===== src/rtl/gray_counter_param.sv =====
// Parametrised up/down Gray-code counter with registered Gray/binary outputs and a wrap pulse.
// Optional self-check against an external binary reference, enabled by GRAY_COUNTER_CHECK_EN.
module gray_counter_param #(
    parameter int unsigned WIDTH      = 5,
    parameter int unsigned DEPTH_LOG2 = 4
) (
    input  logic             clk,
    input  logic             reset,
    input  logic             clr,
    input  logic             load,
    input  logic [WIDTH-1:0] load_val,
    input  logic             enable,
    input  logic             up_dn,
    input  logic [WIDTH-1:0] ref_bin,
    output logic [WIDTH-1:0] gray_out,
    output logic [WIDTH-1:0] bin_out,
    output logic             wrap,
    output logic             chk_err
);

    if (DEPTH_LOG2 == 0 || DEPTH_LOG2 > WIDTH) begin : g_bad_depth
        $error("gray_counter_param: DEPTH_LOG2=%0d outside 1..WIDTH=%0d", DEPTH_LOG2, WIDTH);
    end

    localparam logic [DEPTH_LOG2-1:0] CNT_MAX = '1;

    logic [DEPTH_LOG2-1:0] bin_q;
    logic [DEPTH_LOG2-1:0] bin_d;
    logic [DEPTH_LOG2-1:0] gray_q;
    logic [DEPTH_LOG2-1:0] gray_d;
    logic                  wrap_q;
    logic                  wrap_d;

    // Next count: clr > load > enable; Gray is derived from the next binary and registered.
    always_comb begin
        bin_d  = bin_q;
        wrap_d = 1'b0;
        if (clr) begin
            bin_d = '0;
        end else if (load) begin
            bin_d = load_val[DEPTH_LOG2-1:0];
        end else if (enable) begin
            if (up_dn) begin
                bin_d  = bin_q + DEPTH_LOG2'(1);
                wrap_d = (bin_q == CNT_MAX);
            end else begin
                bin_d  = bin_q - DEPTH_LOG2'(1);
                wrap_d = (bin_q == '0);
            end
        end
        gray_d = bin_d ^ (bin_d >> 1);
    end

    always_ff @(posedge clk or posedge reset) begin
        if (reset) begin
            bin_q  <= '0;
            gray_q <= '0;
            wrap_q <= 1'b0;
        end else begin
            bin_q  <= bin_d;
            gray_q <= gray_d;
            wrap_q <= wrap_d;
        end
    end

    assign bin_out  = WIDTH'(bin_q);
    assign gray_out = WIDTH'(gray_q);
    assign wrap     = wrap_q;

`ifdef GRAY_COUNTER_CHECK_EN
    logic                  chk_skip_q;
    logic                  chk_err_q;
    logic                  chk_err_d;
    logic                  mismatch_c;
    logic [DEPTH_LOG2-1:0] ref_low_c;
    logic [DEPTH_LOG2-1:0] ref_gray_c;
    logic                  unused_load_val;

    assign unused_load_val = ^load_val;

    // Skip the edge right after reset release, clr or load: the reference may still lag.
    always_comb begin
        ref_low_c  = ref_bin[DEPTH_LOG2-1:0];
        ref_gray_c = ref_low_c ^ (ref_low_c >> 1);
        mismatch_c = !chk_skip_q &&
                     ((gray_q != ref_gray_c) || ((ref_bin >> DEPTH_LOG2) != '0));
        chk_err_d  = clr ? 1'b0 : (chk_err_q | mismatch_c);
    end

    always_ff @(posedge clk or posedge reset) begin
        if (reset) begin
            chk_skip_q <= 1'b1;
            chk_err_q  <= 1'b0;
        end else begin
            chk_skip_q <= clr | load;
            chk_err_q  <= chk_err_d;
            if (mismatch_c)
                $error("gray self-check at %0t: gray_out=%0h ref_bin=%0h (ref gray %0h)",
                       $time, gray_q, ref_bin, ref_gray_c);
        end
    end

    assign chk_err = chk_err_q;
`else
    logic unused_inputs;

    assign unused_inputs = ^{load_val, ref_bin};
    assign chk_err       = 1'b0;
`endif

endmodule

===== config.mk =====
export PLATFORM = sky130hd
export DESIGN_NAME = gray_counter_param
export DESIGN_NICKNAME = d
export VERILOG_FILES = /design/src/rtl/gray_counter_param.sv
export SDC_FILE = /design/constraint.sdc
export NUM_CORES = 1
export LEC_CHECK = 0
export ABC_AREA = 1
export BUFFER_PORTS_ARGS = -buffer_cell sky130_fd_sc_hd__buf_2
export CORE_AREA = 2 2 39 41
export CTS_CLUSTER_SIZE = 16
export DETAILED_ROUTE_END_ITERATION = 12
export DIE_AREA = 0 0 41 43
export PLACE_DENSITY = 0.79
export SLEW_MARGIN = 20
export SYNTH_ARGS = -nofsm -noshare
export SYNTH_HDL_FRONTEND = slang
export SYNTH_SLANG_ARGS = --single-unit

===== constraint.sdc =====
create_clock -name clk -period 3.4 [get_ports clk]
set_clock_uncertainty 0.05 [all_clocks]
set_input_delay 0.34 -clock clk [delete_from_list [all_inputs] [get_ports clk]]
set_output_delay 0.34 -clock clk [all_outputs]
set_load 0.02 [all_outputs]

==> results of run 1 <==
## placed cells by master, fill, tap and decap left out, types with 2 or more instances in the layout
cell,synthesis,final
buf_2,0,18
nor2_1,5,5
nand2_1,14,14
inv_2,2,2
ha_1,2,2
nand3_1,4,4
clkbuf_4,0,3
nand3_2,2,2
dfrtp_1,8,8
conb_1,1,3
inv_1,13,13
a21oi_1,2,2
xor2_1,3,3
or2_1,2,2
## cells by family (layout without fill, tap and decap cells)
| logic type | Yosys count | after routing | synth area share |
|---|---|---|---|
| xor gates and xnor gates | 4 | 4 | 0.0641 |
| DFF | 8 | 8 | 0.366 |
| AOI/OAI and AO/OA | 7 | 7 | 0.0869 |
| adders and majority gates | 3 | 3 | 0.0824 |
| other | 1 | 3 | 0.00686 |
| buffers and inverters | 19 | 37 | 0.158 |
| and+or+nand+nor | 28 | 28 | 0.236 |
## registers in the layout, summed over array words and instances, names as in the netlist
| signal | cells |
|---|---|
| wrap | 1 |
| gray_q | 3 |
| bin_q | 4 |
## where the power goes
group | total, mW | leakage, nW | switching (mW) | internal [mW]
combinational | 0.0849 | 0.283 | 0.0532 | 0.0317
clock | 0.0688 | 0.0138 | 0.0287 | 0.0401
sequential | 0.112 | 0.102 | 0.00719 | 0.105
total | 0.266 | 0.399 | 0.0891 | 0.177
## through the flow
step	std cells	util
CTS	106	0.482
finish	106	0.482
global route	106	0.482
detailed placement	102	0.458
global placement	102	0.458
floorplan	72	-
## worst max path at each step
stage | startpoint | end | slack [ps] | cells after the start
after global routing | bin_q[0]$_DFF_PP0_ | gray_q[1]$_DFF_PP0_ | 1610 | 5
final | bin_q[0]$_DFF_PP0_ | gray_q[1]$_DFF_PP0_ | 1720 | 5
after detailed placement | up_dn | gray_q[2]$_DFF_PP0_ | 1660 | 10
after global placement | up_dn | gray_q[2]$_DFF_PP0_ | 1700 | 10
after CTS | bin_q[0]$_DFF_PP0_ | gray_q[1]$_DFF_PP0_ | 1710 | 5
after floorplan | bin_q[0]$_DFF_PP0_ | gray_q[1]$_DFF_PP0_ | 1720 | 5
## worst max-delay path, cell delays in order, from the launching register on
cell and delay (ps):
dfrtp_1 420, inv_1 100, fa_1 490, o211ai_2 200, nand3_2 120, xor2_1 180
## cell type report
type / instances / area (um2)
Fill cell: 144 / 717
Multi-Input combinational cell: 45 / 268
Sequential cell: 8 / 200
Timing Repair Buffer: 19 / 100
Inverter: 15 / 56.3
Clock buffer: 3 / 22.5
Tap cell: 16 / 20.0
## timing repair
action / in CTS / in global routing
endpoints found under the hold margin: 8 / 0
gates resized for setup: 0 / 0
endpoints found under the setup margin: 0 / 0
hold buffers: 1 / 0
## metal layers
metal | vias up | global-route usage | part of all wire
li1 | 249 | - | -
met1 | 202 | 0.170 | 0.44
met2 | 17 | 0.209 | 0.50
met3 | 0 | 0.0314 | 0.051
met4 | 0 | 0.0600 | 0
met5 | - | 0 | 0
==> summary.txt, run 1 <==
Yosys
  – Warnings from Yosys: 0
  – Synthesized area: 547 um2
  – Most common cell in the netlist: nand2_1
  – Synth top area cells: dfrtp_1 (37%), nand2_1 (9.6%), inv_1 (8.9%)
  – #FFs+latches synth: 8
  – Commonest cells post-synth: nand2_1 (14), inv_1 (13), dfrtp_1 (8)
  – Synth top area share: 0.366
  – Yosys top cell by area: dfrtp_1
  – Post-synth EDFFs: 0
  – Post-synthesis sequential area ratio: 0.366
  – Main flop type after synthesis: dfrtp_1
  – Synthesized instance count: 70
  – Post-synth cell types: 21
  – Async set or reset register ratio after synthesis: 1.00
  – Avg Inst Size Synth: 7.81 um2

Route
  – First-pass DRT Iterations: 4
  – DR vias: 468
  – Mean routed wirelength per cell: 9.53 um
  – DRC Markers: 0
  – Antenna Nets Post-Route: 0
  – WL final: 1010 um
  – DR vias/cell: 4.42
  – First DRT Iteration DRCs: 7

Critical path
  – Worst EP arrival: 1760 ps
  – Crit start category: flip-flop
  – Data required time of the worst path: 3480 ps
  – Max Fanout on Critical Path: 5
  – Crit. End Element: flip-flop
  – Reg2reg setup slack: roughly 1700 ps
  – Reg2Reg Capture Point: gray_q[1]$_DFF_PP0_
  – R2R Path Start: bin_q[0]$_DFF_PP0_
  – WS Path Type: reg2reg
  – R2R depth: 5

Timing
  – Final setup vio count: 0
  – Tcrit/Tclk final: 0.494
  – Final setup TNS: 0 ps
  – Slew Viols, Final: 0
  – Tmin final: between 1500 and 2000 ps
  – Hold WS: 359 ps
  – Worst Slack Setup Final: 1720 ps
  – Highest Clock Rate: 595 MHz
  – Hold Vio Cnt, Final: 0
  – RSZ-0062 raised after global routing: no

Clocking
  – Worst-path clk slew: 50 ps
  – CTS Root Cell: clkbuf_4
  – Clock latency on the worst-skew pair: 240 ps
  – CTS tree: yes
  – H-Tree Level Count: 1
  – Num CTS Buffers: 3
  – Maximum root-to-sink buffer count: 2
  – CTS sink cnt: 8
  – Post-CTS Repair Setup Buffers: 0

Floorplanning
  – I/O pin count: 28
  – Die width: around 41 um
  – Row count: 14
  – Die Area: 0.00176 mm2
  – Starting Density: 0.395
  – Die Ht: 43 um
  – Core area: ~0.0014 mm2

Global routing
  – GRT Residual Overflow: 0
  – Total GRT Usage: 0.135
  – Initial antenna violation count: 0
  – Pin count of the biggest net entering global routing: 9
  – First-pass GRT wire length: 1570 um
  – Vias in the first global route: 397

Placed design
  – Dpl cell area: roughly 630 um2
  – Placement Setup Slack: approximately 1700 ps
  – DP Wirelength: roughly 860 um
  – IO Port Bufs: 18
  – RD Place Congestion: 0.750

Worst hold path
  – Hold path startpoint: enable
  – Hold Crit Class: in2reg
  – Hold path endpoint: wrap$_DFF_PP0_
  – Hold path depth: 3

Final layout
  – Share of cells above drive strength 1: 0.289
  – Fin nets: 111
  – Ant. Diodes: 0
  – Layout area overhead: 22.0%
  – Post-Layout Inst Area: 667 um2

Power and ir drop
  – PwrDens: about 400 mW/mm2
  – VDD IR-drop max: 221 uV
  – Leakage: 0.399 nW
  – Pwr Total: 0.266 mW

Run status
  – Status: finished clean

Run
  – Max_cap viols: 0
(Power assumes the default switching activity.)
==> inputs of run 2 (changes only) <==
CORE_AREA = not set   (was 2 2 39 41)
CORE_MARGIN = 2   (was not set)
CORE_UTILIZATION = 38   (was not set)
DIE_AREA = not set   (was 0 0 41 43)
PLACE_DENSITY = 0.77   (was 0.79)
clock period = 1.5 ns   (was 3.4 ns; I/O delays follow)
==> summary.txt, run 2 (synthesis results as in run 1) <==
Final layout
  – Largest register by flop count: bin_q
  – Fin nets: 117
  – Largest register FFs: 4
  – Share of cells above drive strength 1: 0.454
  – Most frequent cells in the layout: buf_2 (18), inv_1 (11), nand2_1 (10)
  – Fillers: 124
  – Ant. Diodes: 0
  – Layout area overhead: 37.3%
  – Post-Layout Inst Area: 751 um2
  – Commonest non-fill, non-tap cell in the layout: buf_2

Route
  – First-pass DRT Iterations: 4
  – M1 WL: between 500 and 600 um
  – First DRT Iteration DRCs: 23
  – DR vias/cell: 4.79
  – DRC Markers: 0
  – DR vias: 537
  – WL final: 1410 um
  – Met2 wire length: 756 um
  – Top Metal Used: met4
  – Metal3 WL: 97 um
  – Antenna Nets Post-Route: 0
  – Mean routed wirelength per cell: around 13 um

Clocking
  – Num CTS Buffers: 3
  – CTS Root Cell: clkbuf_4
  – H-Tree Level Count: 1
  – Maximum root-to-sink buffer count: 2
  – Clock latency on the worst-skew pair: ~260 ps
  – CTS tree: yes
  – Worst-path clk slew: about 70 ps
  – CTS sink cnt: 8

Timing
  – Tmin final: approximately 1600 ps
  – Highest Clock Rate: 635 MHz
  – Final setup TNS: -209 ps
  – Final setup vio count: 4
  – RSZ-0062 raised after global routing: yes
  – Worst Slack Setup Final: -74.7 ps
  – Slew Viols, Final: 0
  – Hold WS: between 150 and 200 ps
  – Hold Vio Cnt, Final: 0
  – Tcrit/Tclk final: 1.05

Global routing
  – Vias in the first global route: 516
  – First-pass GRT wire length: ~2400 um
  – Total GRT Usage: 0.188
  – GRT Residual Overflow: 0
  – Pin count of the biggest net entering global routing: 9
  – Initial antenna violation count: 0

Critical path
  – Crit path cell chain: inv_2 -> fa_2 -> o211ai_2 -> nand3_2 -> xor2_1
  – Crit start category: flip-flop
  – Critical path's largest stage delay: around 450 ps
  – Worst Path Buf+Inv: 1
  – Slowest-stage cell, CP: fa_2
  – Reg2reg setup slack: -70 ps
  – Max Fanout on Critical Path: 3
  – Data required time of the worst path: 1600 ps
  – WS Path Type: reg2reg
  – Delay-heaviest family, CP: adder cells
  – Crit. End Element: flip-flop
  – Worst EP arrival: 1670 ps

Floorplanning
  – Core area: 0.00132 mm2
  – Row count: 13
  – Die Ht: 41.9 um
  – I/O pin count: 28
  – Starting Density: 0.415
  – Die width: 41.9 um
  – Die Area: 0.00176 mm2

Run
  – Max_cap viols: 0

Run status
  – Status: finished with violations
  – Failing checks: setup timing

Power and ir drop
  – PwrDens: between 900 and 1000 mW/mm2
  – Leakage: 0.430 nW
  – VDD IR-drop max: 416 uV

Placed design
  – RD Place Congestion: 0.830
  – Dpl cell area: 669 um2
  – DP Wirelength: 1040 um
  – IO Port Bufs: 18

Worst hold path
  – Hold Crit Class: in2reg
-- run 2: cell types whose count changed in the layout (fill, tap and decap cells not counted), sizes merged --
cell / delta
buf: +6
clkbuf: +1
-- run 2: final timing paths --
| check | startpoint | to | depth (start not counted) |
|---|---|---|---|
| max | bin_q[0]$_DFF_PP0_ | gray_q[1]$_DFF_PP0_ | 5 |
| min | load | bin_q[0]$_DFF_PP0_ | 3 |
| max reg2reg | bin_q[0]$_DFF_PP0_ | gray_q[1]$_DFF_PP0_ | 5 |
| min reg2reg | bin_q[1]$_DFF_PP0_ | wrap$_DFF_PP0_ | 3 |
| max in group asynchronous | reset | bin_q[2]$_DFF_PP0_ | 3 |
| min in group asynchronous | reset | gray_q[0]$_DFF_PP0_ | 3 |
-- run 2: layer usage --
metal	up-vias	track usage
li1	260	-
met1	243	0.222
met2	28	0.294
met3	6	0.0391
met4	0	0.148
met5	-	0
-- run 2: what timing repair did --
action                                  CTS  global route
pin swaps                                 1             2
hold endpoints to repair                  8             0
setup buffers                             1             1
endpoints found under the setup margin    3             6
gates resized for setup                   2             4
hold buffers                              1             0
-- run 2: final cells by class --
type	count	area, um2	share of cell area
clock buffer	4	26.3	0.0350
sequential	8	204	0.272
multi-input combinational	45	300	0.400
tap	15	18.8	0.0250
timing repair buffer	25	145	0.193
inverter	15	56.3	0.0750
-- run 2: power breakdown --
group          internal, mW  total, mW  switching, mW  leakage, nW
registers             0.239      0.254         0.0150       0.0982
logic                0.0996      0.245          0.145        0.317
clock network         0.103      0.190         0.0877       0.0150
total                 0.441      0.690          0.248        0.430
-- run 2: through the flow --
stage	setup WS (ps)	utilization	std cells	power, mW
3_5_place_dp	-83.0	0.508	105	0.473
2_1_floorplan	-47.7	-	72	0.401
6_report	-74.7	0.570	112	0.690
5_1_grt	-161	0.570	112	0.729
3_3_place_gp	-8.93	0.508	105	0.460
4_1_cts	-92.1	0.557	111	0.686
-- run 2: worst register-to-register path: cells and delay by family, from the launching register on --
family	cells	cell delay (ps)
buffers and inverters	1	70
xor gates and xnor gates	1	180
adders and majority gates	1	450
AOI/OAI and AO/OA	1	170
DFF	1	410
and+or+nand+nor	1	130
